## src/rtl/wb_memtest_master_if.sv

```systemverilog
// Wishbone B3 classic-cycle bus between the memory-test initiator and the DDR2 slave.
// Signal names follow the initiator's point of view.
interface wb_memtest_master_if;
    logic        wb_cyc_o;
    logic        wb_stb_o;
    logic        wb_we_o;
    logic [3:0]  wb_sel_o;
    logic [31:0] wb_adr_o;
    logic [31:0] wb_dat_o;
    logic [31:0] wb_dat_i;
    logic        wb_ack_i;

    modport master (
        output wb_cyc_o, wb_stb_o, wb_we_o, wb_sel_o, wb_adr_o, wb_dat_o,
        input  wb_dat_i, wb_ack_i
    );

    modport slave (
        input  wb_cyc_o, wb_stb_o, wb_we_o, wb_sel_o, wb_adr_o, wb_dat_o,
        output wb_dat_i, wb_ack_i
    );
endinterface

```

## src/rtl/wb_memtest_master.sv

```systemverilog
// Wishbone memory tester: writes an address-derived pattern over a word range, reads it back and compares.
// Optional MEMTEST_STOP_ON_ERR_EN ends the test on the first read mismatch.
module wb_memtest_master #(
    parameter logic [31:0] BASE_ADDR = 32'h0000_0000,
    parameter int unsigned WORDS     = 1024,
    parameter int unsigned TIMEOUT   = 4096
) (
    input  logic                   wb_clk_i,
    input  logic                   rst_n,
    input  logic                   start,
    input  logic [31:0]            seed,
    output logic                   busy,
    output logic                   done,
    output logic                   pass,
    output logic                   timeout,
    output logic [15:0]            err_count,
    output logic [31:0]            first_err_addr,
    wb_memtest_master_if.master    wb
);

    typedef enum logic [2:0] {IDLE, WR, WGAP, RD, RGAP, FIN} state_t;

    localparam logic [31:0] BASE_W   = {BASE_ADDR[31:2], 2'b00};
    localparam logic [23:0] LAST_IDX = 24'(WORDS - 1);
    localparam int          TW       = $clog2(TIMEOUT);
    localparam logic [TW-1:0] TMO_MAX = TW'(TIMEOUT - 1);

    state_t        state;
    logic [23:0]   idx;
    logic [TW-1:0] tmo;
    logic [31:0]   seed_q;
    logic [31:0]   cur_adr;
    logic          rd_bad;

    function automatic logic [31:0] pat(input logic [15:0] w, input logic [31:0] s);
        return {w, ~w} ^ s;
    endfunction

    assign cur_adr = BASE_W + {6'd0, idx, 2'b00};
    // Compare against the registered address: it holds the word being acked.
    assign rd_bad  = (wb.wb_dat_i != pat(wb.wb_adr_o[17:2], seed_q));

    always_ff @(posedge wb_clk_i or negedge rst_n) begin
        if (!rst_n) begin
            state          <= IDLE;
            idx            <= '0;
            tmo            <= '0;
            seed_q         <= '0;
            busy           <= 1'b0;
            done           <= 1'b0;
            pass           <= 1'b0;
            timeout        <= 1'b0;
            err_count      <= '0;
            first_err_addr <= '0;
            wb.wb_cyc_o    <= 1'b0;
            wb.wb_stb_o    <= 1'b0;
            wb.wb_we_o     <= 1'b0;
            wb.wb_sel_o    <= '0;
            wb.wb_adr_o    <= '0;
            wb.wb_dat_o    <= '0;
        end else begin
            done <= 1'b0;
            case (state)
                IDLE: begin
                    if (start) begin
                        seed_q         <= seed;
                        idx            <= '0;
                        err_count      <= '0;
                        first_err_addr <= '0;
                        timeout        <= 1'b0;
                        pass           <= 1'b0;
                        busy           <= 1'b1;
                        state          <= WR;
                    end
                end

                // First cycle in WR/RD is a setup cycle with the bus still idle,
                // which guarantees two strobe-low cycles between accesses.
                WR, RD: begin
                    if (!wb.wb_stb_o) begin
                        wb.wb_cyc_o <= 1'b1;
                        wb.wb_stb_o <= 1'b1;
                        wb.wb_we_o  <= (state == WR);
                        wb.wb_sel_o <= 4'hF;
                        wb.wb_adr_o <= cur_adr;
                        wb.wb_dat_o <= (state == WR) ? pat(cur_adr[17:2], seed_q) : 32'h0;
                        tmo         <= '0;
                    end else if (wb.wb_ack_i || tmo == TMO_MAX) begin
                        wb.wb_cyc_o <= 1'b0;
                        wb.wb_stb_o <= 1'b0;
                        wb.wb_we_o  <= 1'b0;
                        wb.wb_sel_o <= '0;
                        wb.wb_adr_o <= '0;
                        wb.wb_dat_o <= '0;
                        if (!wb.wb_ack_i) begin
                            timeout <= 1'b1;
                            state   <= FIN;
                        end else if (state == WR) begin
                            state <= WGAP;
                        end else begin
                            if (rd_bad) begin
                                if (err_count != 16'hFFFF)
                                    err_count <= err_count + 16'd1;
                                if (err_count == 16'd0)
                                    first_err_addr <= wb.wb_adr_o;
                            end
`ifdef MEMTEST_STOP_ON_ERR_EN
                            state <= rd_bad ? FIN : RGAP;
`else
                            state <= RGAP;
`endif
                        end
                    end else begin
                        tmo <= tmo + TW'(1);
                    end
                end

                WGAP: begin
                    if (idx == LAST_IDX) begin
                        idx   <= '0;
                        state <= RD;
                    end else begin
                        idx   <= idx + 24'd1;
                        state <= WR;
                    end
                end

                RGAP: begin
                    if (idx == LAST_IDX) begin
                        state <= FIN;
                    end else begin
                        idx   <= idx + 24'd1;
                        state <= RD;
                    end
                end

                FIN: begin
                    pass  <= (err_count == 16'd0) && !timeout;
                    done  <= 1'b1;
                    busy  <= 1'b0;
                    state <= IDLE;
                end

                default: state <= IDLE;
            endcase
        end
    end

endmodule

```

## src/flat_wrapper.sv

```systemverilog
// flat-port wrapper written by rule: the top's interface ports become plain ports
module wb_memtest_master_flat 
#(
    parameter logic [31:0] BASE_ADDR = 32'h0000_0000,
    parameter int unsigned WORDS     = 1024,
    parameter int unsigned TIMEOUT   = 4096
)
  (wb_clk_i, rst_n, start, seed, busy, done, pass, timeout, err_count, first_err_addr, wb_wb_cyc_o, wb_wb_stb_o, wb_wb_we_o, wb_wb_sel_o, wb_wb_adr_o, wb_wb_dat_o, wb_wb_dat_i, wb_wb_ack_i);
  wb_memtest_master_if wb_i ();
  input  logic wb_clk_i;
  input  logic rst_n;
  input  logic start;
  input  logic [31:0] seed;
  output logic busy;
  output logic done;
  output logic pass;
  output logic timeout;
  output logic [15:0] err_count;
  output logic [31:0] first_err_addr;
  output wire logic [$bits(wb_i.wb_cyc_o)-1:0] wb_wb_cyc_o;
  output wire logic [$bits(wb_i.wb_stb_o)-1:0] wb_wb_stb_o;
  output wire logic [$bits(wb_i.wb_we_o)-1:0] wb_wb_we_o;
  output wire logic [$bits(wb_i.wb_sel_o)-1:0] wb_wb_sel_o;
  output wire logic [$bits(wb_i.wb_adr_o)-1:0] wb_wb_adr_o;
  output wire logic [$bits(wb_i.wb_dat_o)-1:0] wb_wb_dat_o;
  input wire logic [$bits(wb_i.wb_dat_i)-1:0] wb_wb_dat_i;
  input wire logic [$bits(wb_i.wb_ack_i)-1:0] wb_wb_ack_i;
  assign wb_wb_cyc_o = wb_i.wb_cyc_o;
  assign wb_wb_stb_o = wb_i.wb_stb_o;
  assign wb_wb_we_o = wb_i.wb_we_o;
  assign wb_wb_sel_o = wb_i.wb_sel_o;
  assign wb_wb_adr_o = wb_i.wb_adr_o;
  assign wb_wb_dat_o = wb_i.wb_dat_o;
  assign wb_i.wb_dat_i = wb_wb_dat_i;
  assign wb_i.wb_ack_i = wb_wb_ack_i;
  wb_memtest_master #(.BASE_ADDR(BASE_ADDR), .WORDS(WORDS), .TIMEOUT(TIMEOUT)) u_core (.wb_clk_i(wb_clk_i), .rst_n(rst_n), .start(start), .seed(seed), .busy(busy), .done(done), .pass(pass), .timeout(timeout), .err_count(err_count), .first_err_addr(first_err_addr), .wb(wb_i));
endmodule
```

## config.mk

```make
export PLATFORM = sky130hd
export DESIGN_NAME = wb_memtest_master_flat
export DESIGN_NICKNAME = d
export VERILOG_FILES = /design/src/rtl/wb_memtest_master_if.sv /design/src/rtl/wb_memtest_master.sv /design/src/flat_wrapper.sv
export SDC_FILE = /design/constraint.sdc
export NUM_CORES = 1
export LEC_CHECK = 0
export CORE_ASPECT_RATIO = 0.6
export CORE_MARGIN = 4
export CORE_UTILIZATION = 52
export CTS_BUF_LIST = sky130_fd_sc_hd__clkbuf_2 sky130_fd_sc_hd__clkbuf_4 sky130_fd_sc_hd__clkbuf_8
export DETAILED_ROUTE_END_ITERATION = 6
export PLACE_DENSITY = 0.89
export SETUP_SLACK_MARGIN = 0.02
export SLEW_MARGIN = 20
export SYNTH_ARGS = -nofsm -noshare
export SYNTH_HDL_FRONTEND = slang
export SYNTH_SLANG_ARGS = --single-unit
```

## constraint.sdc

```tcl
create_clock -name wb_clk_i -period 2.7 [get_ports wb_clk_i]
set_input_delay 0.54 -clock wb_clk_i [delete_from_list [all_inputs] [get_ports wb_clk_i]]
set_output_delay 0.54 -clock wb_clk_i [all_outputs]
set_load 0.005 [all_outputs]
```

== After elaboration in Yosys (flattened, before gate mapping) ==
Index checks and enable logic that the tools add are counted.

* Reduce and logical (&&, ||, !) cells: 18
* Muxes and demuxes: 50
* Add/sub/neg operators: 3
* Eq/ne operators: 21
* Bitwise operators: 4

{| class="wikitable"
|+ Operator list
! kind !! number
|-
| 32-bit 2-to-1 mux || 11
|-
| 16-bit 2-to-1 mux || 7
|-
| 24-bit 2-to-1 mux || 3
|-
| 24-bit case mux with 3 select lines || 1
|-
| 32-bit case mux with 2 select lines || 1
|-
| 32-bit XOR || 2
|-
| 32-bit inequality test || 1
|-
| 16-bit NOT || 2
|-
| 16-bit case mux with 2 select lines || 1
|-
| 24-bit by 1-bit adder with 24-bit output, second input constant || 1
|-
| 24-bit by 10-bit equality test with 1-bit output, second input constant || 1
|-
| 12-bit 2-to-1 mux || 2
|-
| 3-bit 2-to-1 mux || 6
|-
| 16-bit by 1-bit adder with 16-bit output, second input constant || 1
|-
| 16-bit zero test || 1
|-
| 16-bit inequality test, second input constant || 1
|-
| 8-bit AND reduction || 2
|-
| 2-bit inequality test, second input constant || 7
|-
| 12-bit by 1-bit adder with 12-bit output, second input constant || 1
|-
| 12-bit equality test, second input constant || 1
|-
| 3-bit case mux with 4 select lines || 1
|-
| 1-bit 2-to-1 mux || 11
|-
| 2-bit by 1-bit inequality test with 1-bit output, second input constant || 5
|-
| 4-bit 2-to-1 mux || 2
|-
| 15 further kinds || 24
|}

* Input bits: 68
* Flip-flop bits (word level): 194
* Output and inout port bits: 123

== Logic depth before layout (Yosys ltp) ==
* Depth after elaboration: 9
* Mapped depth: 10
* Gate-level depth less buffers: 8

== Worst setup path after synthesis ==
OpenSTA, ideal clock, no wires.

* Kind: in2reg
* Start point: input port wb_wb_dat_i[27]
* End point: register u_core.first_err_addr[17]
* Buffers on the path: 2
* Data required time: 2.579 ns
* Stages: 9
* Setup time: 0.121 ns
* Setup slack: 0.399 ns
* Arrival time: 2.180 ns
* Cells stage by stage: xor2_1 -> or3_1 -> a22oi_1 -> nand4_1 -> nor4_4 -> buf_6 -> nor4_2 -> buf_6 -> a22o_1

* Word-level cells in the longest chain between the ends: 3

{| class="wikitable"
|+ Ends and longest elaborated chain
! element !! line !! text
|-
| start: declaration || flat_wrapper.sv:26 || <nowiki>input wire logic [$bits(wb_i.wb_dat_i)-1:0] wb_wb_dat_i;</nowiki>
|-
| 32-bit inequality test || wb_memtest_master.sv:41 || <nowiki>assign rd_bad = (wb.wb_dat_i != pat(wb.wb_adr_o[17:2], seed_q));</nowiki>
|-
| 2-bit by 1-bit inequality test with 1-bit output (no source line) || - ||
|-
| 8-bit AND reduction (no source line) || - ||
|-
| end signal: assignment || wb_memtest_master.sv:105 || <nowiki>first_err_addr <= wb.wb_adr_o;</nowiki>
|-
| end: declaration || wb_memtest_master.sv:17 || <nowiki>output logic [31:0] first_err_addr,</nowiki>
|}

Every way passes these cells.
A chain may end at the register's enable or synchronous reset.

== Worst setup path in the final report ==
* Start point: input port wb_wb_dat_i[29]
* End point: register u_core.err_count[10]

* Word-level cells in the longest chain between the ends: 3

{| class="wikitable"
|+ Ends and longest elaborated chain
! element !! line !! text
|-
| 32-bit inequality test || wb_memtest_master.sv:41 ||
|-
| 2-bit by 1-bit inequality test with 1-bit output (no source line) || - ||
|-
| 8-bit AND reduction (no source line) || - ||
|-
| end signal: assignment || wb_memtest_master.sv:103 || <nowiki>err_count <= err_count + 16'd1;</nowiki>
|-
| end: declaration || wb_memtest_master.sv:16 || <nowiki>output logic [15:0] err_count,</nowiki>
|}

Every way passes these cells.

==> impl_metrics.toml <==
[synthesis]
synth_simple_gate_area_share_pct = 12.80
synth_area_in_xor_xnor_pct = 10.02
share_of_synthesized_area_occupied_by_flip_flops_and_latches_pct = 51.37
ys_ff_latch = 174
post_synth_mux_area_share_pct = 4.118
synth_cells = 775
synth_compound_area_share_pct = 15.91
asyncSetResetFlopFracSynth_pct = 100.0
synth.cell_area_um2 = 8477
ys_warn_count = 0
dominant_combinational_cell_family_by_area_after_synthesis = "compound AO/OA/AOI/OAI gates"
number_of_synthesized_flops_with_an_enable_pin = 0
ys_dominant_reg_cell = "sky130_fd_sc_hd__dfrtp_1"
synthAdderAreaFrac_pct = 0.5904
synth_cell_types = 61
avgSynthCellArea_um2 = 10.94

[timing]
hold_viol_final = 0
drv_slew = 0
final-setup-viol-count = 0
final.hold.worst_slack_ns = 0.05578
rsz0062_at_grt = "false"
clock_skew_ns = 0.01698
timing.fmax_ghz = 0.3894
period_share_pct = 95.10
final.min_clock_period_ns = 2.568
worst_max_slew_pin_slew_ns = 0.6210
postLayoutSetupSlackWorst_ns = 0.1322
slew_headroom_pct = 58.60

[cts]
cts.root.buffer_cell = "sky130_fd_sc_hd__clkbuf_8"
cts_tree = "done"
postCtsHoldBufs = 0
cts_num_sinks = 174
max-clock-path-buffers = 2
cts_post_setup_buffers_inserted = 0
cts-htree-levels = 4
cts-resized-gates = 0
numCtsBuffers = 17
clk-insertion-delay-late_ns = 0.45
cts.clk_slew.worst_paths_ns = 0.10

[detailed_routing]
detail_route.wl_per_cell_um = 20.20
number_of_vias_in_the_routed_layout = 6884
detail-route-antenna-nets = 0
drt-initial-drc-count = 588
vias_per_cell = 5.924
detail_route.wirelength_um = 23480
drc = 0
drt_pre_antenna_iters = 5

[global_routing]
overall_global_routing_usage_pct = 25.23
globalRoute.totalOverflow = 0
initial_antenna_violation_count = 2
maximum_number_of_pins_on_one_net_before_global_route_repair = 66
grt_first_pass_wirelength_um = 37530
grt_pass1_vias = 6913

[die]
coreArea_um2 = 15680
die_width_um = 172.8
dieHeight_um = 106.9
start_util_pct = 54.07
rows = 35
design.die.area_um2 = 18480
io_pins = 191

[cells_and_area]
area_delta_synth_final_pct = 29.17
final_instance_area_um2 = 10950
fillers = 1144
final_nets = 1017
layout-drive-gt1-share_pct = 12.02
most-common-layout-cells = "174 x sky130_fd_sc_hd__dfrtp_1, 173 x sky130_fd_sc_hd__clkdlybuf4s50_1, 81 x sky130_fd_sc_hd__a22o_1"
final_cells = 1162
mostFrequentLayoutCell = "sky130_fd_sc_hd__dfrtp_1"

[min_path]
min_path_type = "in -> async"

[power]
share_comb_of_total_power_pct = 39.8
power_switching_share_pct = 36.82
power_per_cell_area_nw_per_um2 = 883.3
share_clk_of_total_power_pct = 20.5
vdd.ir_drop.worst_v = 0.0003839
totalPowerFinal_w = 0.009672
p_int_w = 0.006110
share_seq_of_total_power_pct = 39.8
power_switching_w = 0.003561
leakage_nw = 4.792

[worst_setup_path]
critical_path.n_buffers_inverters = 2
critical_path.cell_chain = "clkdlybuf4s50_1 > xor2_2 > xnor2_1 > nand4b_1 > or4_4 > nor4_4 > buf_4 > nand2b_2 > o41ai_1"
worst-path-max-fanout = 13
critical_path_required_ns = 3.03
reg2reg_from = "u_core.wb.wb_adr_o[15]"
reg2reg_slack_ns = 0.16
worstPathArrival_ns = 2.89
timing.critical_path.from_type = "primary input"
critical-path-slowest-cell = "sky130_fd_sc_hd__or4_4"
reg2regPathDepth = 8
crit-reg2reg-capture = "u_core.err_count[10]"
critPathCaptureType = "flip-flop"
cpPeakStageDelay_ns = 0.54
crit_type = "in -> reg"
cp_top_family = "simple AND/OR/NAND/NOR gates"

[placed_design]
routabilityCongestion = 0.8601
post_placement_cell_count = 1129
dp_hpwl_um = 16880
placed_area_um2 = 10510
preCtsSetupSlack_ns = -0.4299
port_buffers = 174

[run_status]
outcome = "finished, final reports clean"

[job]
max_cap_viol_count = 0
[flip-flops by register name, summed over array words and instances, names as in the netlist, 3 cells and up]
name / flops
u_core.idx: 24
u_core.first_err_addr: 24
u_core.wb.wb_adr_o: 24
u_core.wb.wb_dat_o: 32
u_core.state: 3
u_core.seed_q: 32
u_core.err_count: 16
u_core.tmo: 12
[cell usage after synthesis, drive strengths merged, types with 10 or more instances]
| cell | count | area share [%] |
|---|---|---|
| dfrtp | 174 | 51 |
| a22o | 81 | 8.4 |
| xor2 | 53 | 5.5 |
| nor2 | 46 | 2.0 |
| xnor2 | 44 | 4.5 |
| nand2 | 41 | 1.8 |
| o21ai | 40 | 2.4 |
| clkbuf | 38 | 1.7 |
| buf | 35 | 3.0 |
| mux2 | 31 | 4.1 |
| nand3 | 27 | 1.6 |
| a21oi | 17 | 1.0 |
| and3 | 17 | 1.3 |
| nand4 | 17 | 1.3 |
| or3 | 13 | 0.96 |
| nor3 | 10 | 0.65 |
[final cells by class]
class	count	area, um^2	area share [%]
inverter	10	37.54	0.3428
antenna	2	5.005	0.04571
clock buffer	18	247.7	2.263
timing repair buffer	209	2093	19.12
clock inverter	13	177.7	1.623
tap	203	254.0	2.320
sequential	174	4354	39.77
multi-input combinational	533	3780	34.52
[worst max path at each step]
stage | end | startpoint | slack [ns] | depth (start not counted)
4_1_cts | u_core.err_count[1] | wb_wb_dat_i[27] | 0.06 | 9
3_3_place_gp | u_core.err_count[12] | wb_wb_dat_i[27] | -0.34 | 10
3_5_place_dp | u_core.err_count[13] | wb_wb_dat_i[27] | -0.43 | 9
2_1_floorplan | u_core.first_err_addr[17] | wb_wb_dat_i[27] | 0.40 | 9
5_1_grt | u_core.err_count[10] | wb_wb_dat_i[27] | 0.04 | 9
6_report | u_core.err_count[10] | wb_wb_dat_i[29] | 0.13 | 9
[metrics by stage]
step	utilization (%)	setup TNS, ns
global placement	67.02	-12.87
CTS	69.73	0
floorplan	-	0
detailed placement	67.02	-15.78
global route	69.82	0
finish	69.84	0
[routing by layer]
metal | routed length (um) | track usage (%)
met5 | 13 | 0
met3 | 1676 | 6.307
met1 | 10800 | 36.59
met2 | 10700 | 38.20
met4 | 284 | 6.659
[logic make-up after synthesis]
kind of cell	count (synthesis)
simple gates	205
compound gates	180
flops	174
xor+xnor	97
buf+inv	83
mux	31
fa+ha+maj	4
other cells	1
[power groups by stage]
stage	Combinational [W]	Clock, W	Sequential [W]
finish	0.00385	0.00198	0.00384
global route	0.00417	0.00209	0.00393
CTS	0.00384	0.00200	0.00383
detailed placement	0.00382	0	0.00388
global placement	0.00371	0	0.00385
floorplan	0.00230	0	0.00371
Power figures use the tool's default switching activity.
